--- config.mk ---
export PLATFORM = sky130hd
export DESIGN_NAME = pipelined_add_sub_flat
export DESIGN_NICKNAME = d
export VERILOG_FILES = /design/src/rtl/pipelined_add_sub_if.sv /design/src/rtl/pipelined_add_sub.sv /design/src/flat_wrapper.sv
export SDC_FILE = /design/constraint.sdc
export NUM_CORES = 1
export LEC_CHECK = 0
export CAP_MARGIN = 30
export CORE_MARGIN = 1.5
export CORE_UTILIZATION = 35
export CTS_CLUSTER_DIAMETER = 200
export DETAILED_ROUTE_END_ITERATION = 16
export PLACE_DENSITY_LB_ADDON = 0.2
export RECOVER_POWER = 50
export SYNTH_ARGS = -nofsm -noshare
export SYNTH_HDL_FRONTEND = slang
export SYNTH_SLANG_ARGS = --single-unit
--- constraint.sdc ---
create_clock -name clk -period 3.45 [get_ports clk]
set_input_delay 1.035 -clock clk [delete_from_list [all_inputs] [get_ports clk]]
set_output_delay 1.035 -clock clk [all_outputs]
set_load 0.01 [all_outputs]
--- src/rtl/pipelined_add_sub_if.sv ---
// Operation/result bundle for the pipelined adder/subtractor.
// The master side issues operations and the slave side (the pipeline) returns results.
interface pipelined_add_sub_if #(
   parameter int WIDTH = 16
);
   logic             in_valid;
   logic             sub;
   logic [WIDTH-1:0] a;
   logic [WIDTH-1:0] b;
   logic             cin;
   logic             out_valid;
   logic [WIDTH-1:0] sum;
   logic             cout;
   logic             ovf;

   modport master (
      output in_valid, sub, a, b, cin,
      input  out_valid, sum, cout, ovf
   );

   modport slave (
      input  in_valid, sub, a, b, cin,
      output out_valid, sum, cout, ovf
   );
endinterface

--- src/rtl/pipelined_add_sub.sv ---
// Pipelined WIDTH-bit adder/subtractor: one CW-bit chunk is summed per stage and the chunk carry
// is registered, so latency is STAGES enabled cycles at a throughput of one operation per cycle.
module pipelined_add_sub #(
   parameter int WIDTH  = 16,
   parameter int STAGES = 4
) (
   input logic               clk,
   input logic               rst,
   input logic               ce,
   pipelined_add_sub_if.slave bus
);
   localparam int CW = WIDTH / STAGES;

   function automatic logic [CW:0] add_chunk(input logic [CW-1:0] x,
                                             input logic [CW-1:0] y,
                                             input logic          c);
      return {1'b0, x} + {1'b0, y} + {{CW{1'b0}}, c};
   endfunction

   logic             vld_p [STAGES];
   logic [WIDTH-1:0] opa_p [STAGES];
   logic [WIDTH-1:0] opb_p [STAGES];
   logic [WIDTH-1:0] res_p [STAGES];
   logic             cy_p  [STAGES];
   logic             ovf_p;

   logic             stg_vld [STAGES];
   logic [WIDTH-1:0] stg_a   [STAGES];
   logic [WIDTH-1:0] stg_b   [STAGES];
   logic [WIDTH-1:0] stg_res [STAGES];
   logic             stg_cy  [STAGES];
   logic [CW:0]      stg_sum [STAGES];
   logic [WIDTH-1:0] stg_nxt [STAGES];
   logic             msb_cin;

   for (genvar k = 0; k < STAGES; k++) begin : g_stg
      if (k == 0) begin : g_in
         // Subtraction becomes a + ~b + 1: invert b once here and force the first carry.
         assign stg_vld[k] = bus.in_valid;
         assign stg_a[k]   = bus.a;
         assign stg_b[k]   = bus.sub ? ~bus.b : bus.b;
         assign stg_cy[k]  = bus.sub | bus.cin;
         assign stg_res[k] = '0;
      end else begin : g_chain
         assign stg_vld[k] = vld_p[k-1];
         assign stg_a[k]   = opa_p[k-1];
         assign stg_b[k]   = opb_p[k-1];
         assign stg_cy[k]  = cy_p[k-1];
         assign stg_res[k] = res_p[k-1];
      end

      assign stg_sum[k] = add_chunk(stg_a[k][k*CW +: CW], stg_b[k][k*CW +: CW], stg_cy[k]);
      assign stg_nxt[k] = (stg_res[k] & ~(WIDTH'({CW{1'b1}}) << (k*CW)))
                        | (WIDTH'(stg_sum[k][CW-1:0]) << (k*CW));
   end

   // Carry into the MSB is recovered from the MSB sum bit and its two operand bits.
   assign msb_cin = stg_a[STAGES-1][WIDTH-1] ^ stg_b[STAGES-1][WIDTH-1]
                  ^ stg_nxt[STAGES-1][WIDTH-1];

   // ---- stage registers _p0 .. _p(STAGES-1); the last stage is the output register ----
   always_ff @(posedge clk) begin
      if (rst) begin
         for (int k = 0; k < STAGES; k++) begin
            vld_p[k] <= 1'b0;
            opa_p[k] <= '0;
            opb_p[k] <= '0;
            res_p[k] <= '0;
            cy_p[k]  <= 1'b0;
         end
         ovf_p <= 1'b0;
      end else if (ce) begin
         for (int k = 0; k < STAGES; k++) begin
            vld_p[k] <= stg_vld[k];
            opa_p[k] <= stg_a[k];
            opb_p[k] <= stg_b[k];
            res_p[k] <= stg_nxt[k];
            cy_p[k]  <= stg_sum[k][CW];
         end
         ovf_p <= msb_cin ^ stg_sum[STAGES-1][CW];
      end
   end

   // ---- outputs come straight from the final stage registers ----
   assign bus.out_valid = vld_p[STAGES-1];
   assign bus.sum       = res_p[STAGES-1];
   assign bus.cout      = cy_p[STAGES-1];
   assign bus.ovf       = ovf_p;
endmodule

--- src/flat_wrapper.sv ---
// flat-port wrapper written by rule: the top's interface ports become plain ports
module pipelined_add_sub_flat 
#(
   parameter int WIDTH  = 16,
   parameter int STAGES = 4
)
  (clk, rst, ce, bus_in_valid, bus_sub, bus_a, bus_b, bus_cin, bus_out_valid, bus_sum, bus_cout, bus_ovf);
  pipelined_add_sub_if #(.WIDTH(WIDTH)) bus_i ();
  input logic clk;
  input logic rst;
  input logic ce;
  input wire logic [$bits(bus_i.in_valid)-1:0] bus_in_valid;
  input wire logic [$bits(bus_i.sub)-1:0] bus_sub;
  input wire logic [$bits(bus_i.a)-1:0] bus_a;
  input wire logic [$bits(bus_i.b)-1:0] bus_b;
  input wire logic [$bits(bus_i.cin)-1:0] bus_cin;
  output wire logic [$bits(bus_i.out_valid)-1:0] bus_out_valid;
  output wire logic [$bits(bus_i.sum)-1:0] bus_sum;
  output wire logic [$bits(bus_i.cout)-1:0] bus_cout;
  output wire logic [$bits(bus_i.ovf)-1:0] bus_ovf;
  assign bus_i.in_valid = bus_in_valid;
  assign bus_i.sub = bus_sub;
  assign bus_i.a = bus_a;
  assign bus_i.b = bus_b;
  assign bus_i.cin = bus_cin;
  assign bus_out_valid = bus_i.out_valid;
  assign bus_sum = bus_i.sum;
  assign bus_cout = bus_i.cout;
  assign bus_ovf = bus_i.ovf;
  pipelined_add_sub #(.WIDTH(WIDTH), .STAGES(STAGES)) u_core (.clk(clk), .rst(rst), .ce(ce), .bus(bus_i));
endmodule
==> results.json <==
{
  "ios": 57,
  "grt_pass1_wl_um": 9890,
  "fp.dieArea_um2": 13300,
  "path_max_fanout": 29,
  "synth_nets": 369,
  "final_nets": 413,
  "hp-class": "reg2reg",
  "path_class": "in2reg",
  "hold_path.startpoint": "u_core.res_p[0][33]",
  "max_freq_ghz": 0.332,
  "reg2reg_depth": 7,
  "ir_worst_vdd_uv": 229,
  "yosys.cell_types.count": 27,
  "tightest_slew_ps": 1420,
  "first_pass_iters": 3,
  "reg2reg_from": "u_core.cy_p[0][2]",
  "drv_slew": 0,
  "hpwl_um": 3910,
  "vias": 2155,
  "diodes": 0,
  "synth_top_family_by_area": "simple AND/OR/NAND/NOR gates",
  "required_ps": 3480,
  "area_growth_pct": 21.0,
  "cts_made_buffers": 9,
  "final_util": 0.438,
  "cp_data_arrival_time_ps": 3040,
  "synth.avg_cell_area_um2": 14.2,
  "gp_congestion": 0.683,
  "cts_tree": "built",
  "synth-simple-area-share": 0.144,
  "avgRoutedWirePerCell_um": 11.5,
  "mostFrequentLayoutCell": "edfxtp_1",
  "die_w_um": 115,
  "hold_ws_ps": 515,
  "holdPathEnd": "u_core.res_p[0][49]",
  "postSynth.asyncResetShare": 0,
  "drt_iter0_drc": 101,
  "path_buf_inv": 2,
  "synth_compound_area_frac": 0.0256,
  "grt_max_degree": 68,
  "critPathTopFamily": "buffers and inverters",
  "post_cts_buffers": 0,
  "finClkSkew_ps": 7.22,
  "synth_cells": 311,
  "period_minus_slack_ps": 3010,
  "ant_nets": 0,
  "ctsHoldBuffers": 0,
  "std_cell_rows": 40,
  "die_h_um": 115,
  "port_buffers": 56,
  "synth_edf_count": 96,
  "clock_path_buffers": 2,
  "core_area_um2": 12200,
  "timing.final.crit_share": 0.873,
  "hold_viol_final": 0,
  "yosys_warnings": 0,
  "syn_area_um2": 4400,
  "ys.flop_type": "edfxtp_1",
  "grt_usage": 0.101,
  "rrSetupSlack_ps": 1390,
  "synth_top_area_frac": 0.655,
  "hold_path_depth": 1,
  "yosys-mux-area-fraction": 0,
  "crit_chain": "dlygate4sd3_1 -> nand2b_1 -> clkbuf_1 -> nor3_1",
  "post_synth_xor_area_fraction": 0.0398,
  "rsz0062_at_grt": "no",
  "ys_seq_elements": 97,
  "ctsResizeCount": 0,
  "cts_root_buf": "clkbuf_16",
  "startpoint_type": "primary input",
  "grt_overflow_total": 0,
  "clkSinkCount": 97,
  "relSlewSlack": 0.0549,
  "setup_violations": 0,
  "maxCapViolations": 0,
  "worstSkewPairLatency_ps": 340,
  "yosysSeqAreaShare": 0.659,
  "routed_wl_um": 6070,
  "status": "complete, no violations",
  "yosys-top-cells-area": "edfxtp_1, and2_1, buf_4, fa_1, ha_1",
  "clk_pin_slew_ps": 60,
  "timing.rr.end": "u_core.bus.ovf",
  "cpMaxStageDelayCell": "clkbuf_1",
  "cp-end-kind": "flop",
  "viasPerCell": 4.08,
  "final_cell_mix": "edfxtp_1, and2_1, clkdlybuf4s50_1, nor2_1, dlygate4sd3_1",
  "tns_ps": 0,
  "final_layout_size_suffix_gt1_frac": 0.0667,
  "cellPowerDensity_nw_per_um2": 509,
  "start_util": 0.362,
  "p_leak_nw": 2.08,
  "antenna_found_initial": 0,
  "htreeDepth": 3,
  "grt_pass1_vias": 2106,
  "yosysTopAreaCell": "edfxtp_1",
  "synth_fa_ha_area_frac": 0.0705,
  "drc": 0,
  "slowest_delay_ps": 1020
}
synth_stat cells, drive strengths merged, types with 3 or more instances:
| library cell | instances |
|---|---|
| o21ai | 5 |
| nor3 | 4 |
| nor2b | 7 |
| ha | 12 |
| clkbuf | 3 |
| edfxtp | 96 |
| buf | 25 |
| fa | 8 |
| a21oi | 7 |
| and2 | 67 |
| a21o | 3 |
| nand2 | 3 |
| xor2 | 6 |
| xnor2 | 14 |
| inv | 19 |
| nor2 | 23 |
per-layer routing:
metal | vias to the layer above | share of wire | routed length (um) | global-route usage
met5 | - | 0 | 0 | 0
met2 | 47 | 0.46 | 2780 | 0.155
met3 | 11 | 0.035 | 210 | 0.0206
met4 | 0 | 0.031 | 189 | 0.0741
li1 | 1115 | - | - | -
met1 | 982 | 0.48 | 2880 | 0.127
flip-flops by register name, indices dropped and copies added (netlist names):
| signal | flops |
|---|---|
| u_core.cy_p | 4 |
| u_core.opb_p | 24 |
| u_core.opa_p | 24 |
| u_core.bus.ovf | 1 |
| u_core.res_p | 40 |
| u_core.vld_p | 4 |
per-stage QoR:
| step | instance area (um2) | instances | setup WS [ps] | power, mW |
|---|---|---|---|---|
| after floorplan | 4400 | 311 | 627 | 1.62 |
| after global placement | 5030 | 512 | 310 | 1.71 |
| after detailed placement | 5030 | 512 | 198 | 1.72 |
| after CTS | 5340 | 528 | 566 | 2.76 |
| after global routing | 5330 | 528 | 218 | 2.82 |
| final | 5330 | 528 | 440 | 2.71 |
logic make-up after synthesis:
group,after synthesis
and+or+nand+nor,110
DFF,97
adders and majority gates,20
buffers and inverters,47
AOI/OAI and AO/OA,17
xor gates and xnor gates,20
worst max-delay path by stage:
stage | start | to | slack (ps) | depth (start not counted)
4_1_cts | bus_sub | u_core.res_p[0][3] | 570 | 8
6_report | rst | u_core.res_p[0][23] | 440 | 4
2_1_floorplan | bus_sub | u_core.res_p[0][3] | 630 | 8
3_5_place_dp | bus_sub | u_core.res_p[0][3] | 200 | 8
3_3_place_gp | bus_sub | u_core.res_p[0][3] | 310 | 8
5_1_grt | rst | u_core.res_p[0][23] | 220 | 4
worst reg2reg max path: stages (launching register included):
cell and delay, ps:
edfxtp_1 320, inv_1 50, fa_1 490, fa_1 410
nor2b_1 200, o21ai_2 90, a21o_1 190, a311oi_2 220
power by group:
| group | switching [mW] | internal [mW] |
|---|---|---|
| clock | 0.406 | 0.627 |
| sequential | 0.0213 | 1.39 |
| combinational | 0.128 | 0.136 |
area by class of cell:
type                       count  area [um2]
clock inverter                 7        85.1
fill                        1131        6840
clock buffer                   9         225
multi-input combinational    167        1230
sequential                    97        2900
timing repair buffer          61         604
inverter                      19        71.3
tap                          168         210
(Power assumes the default switching activity.)
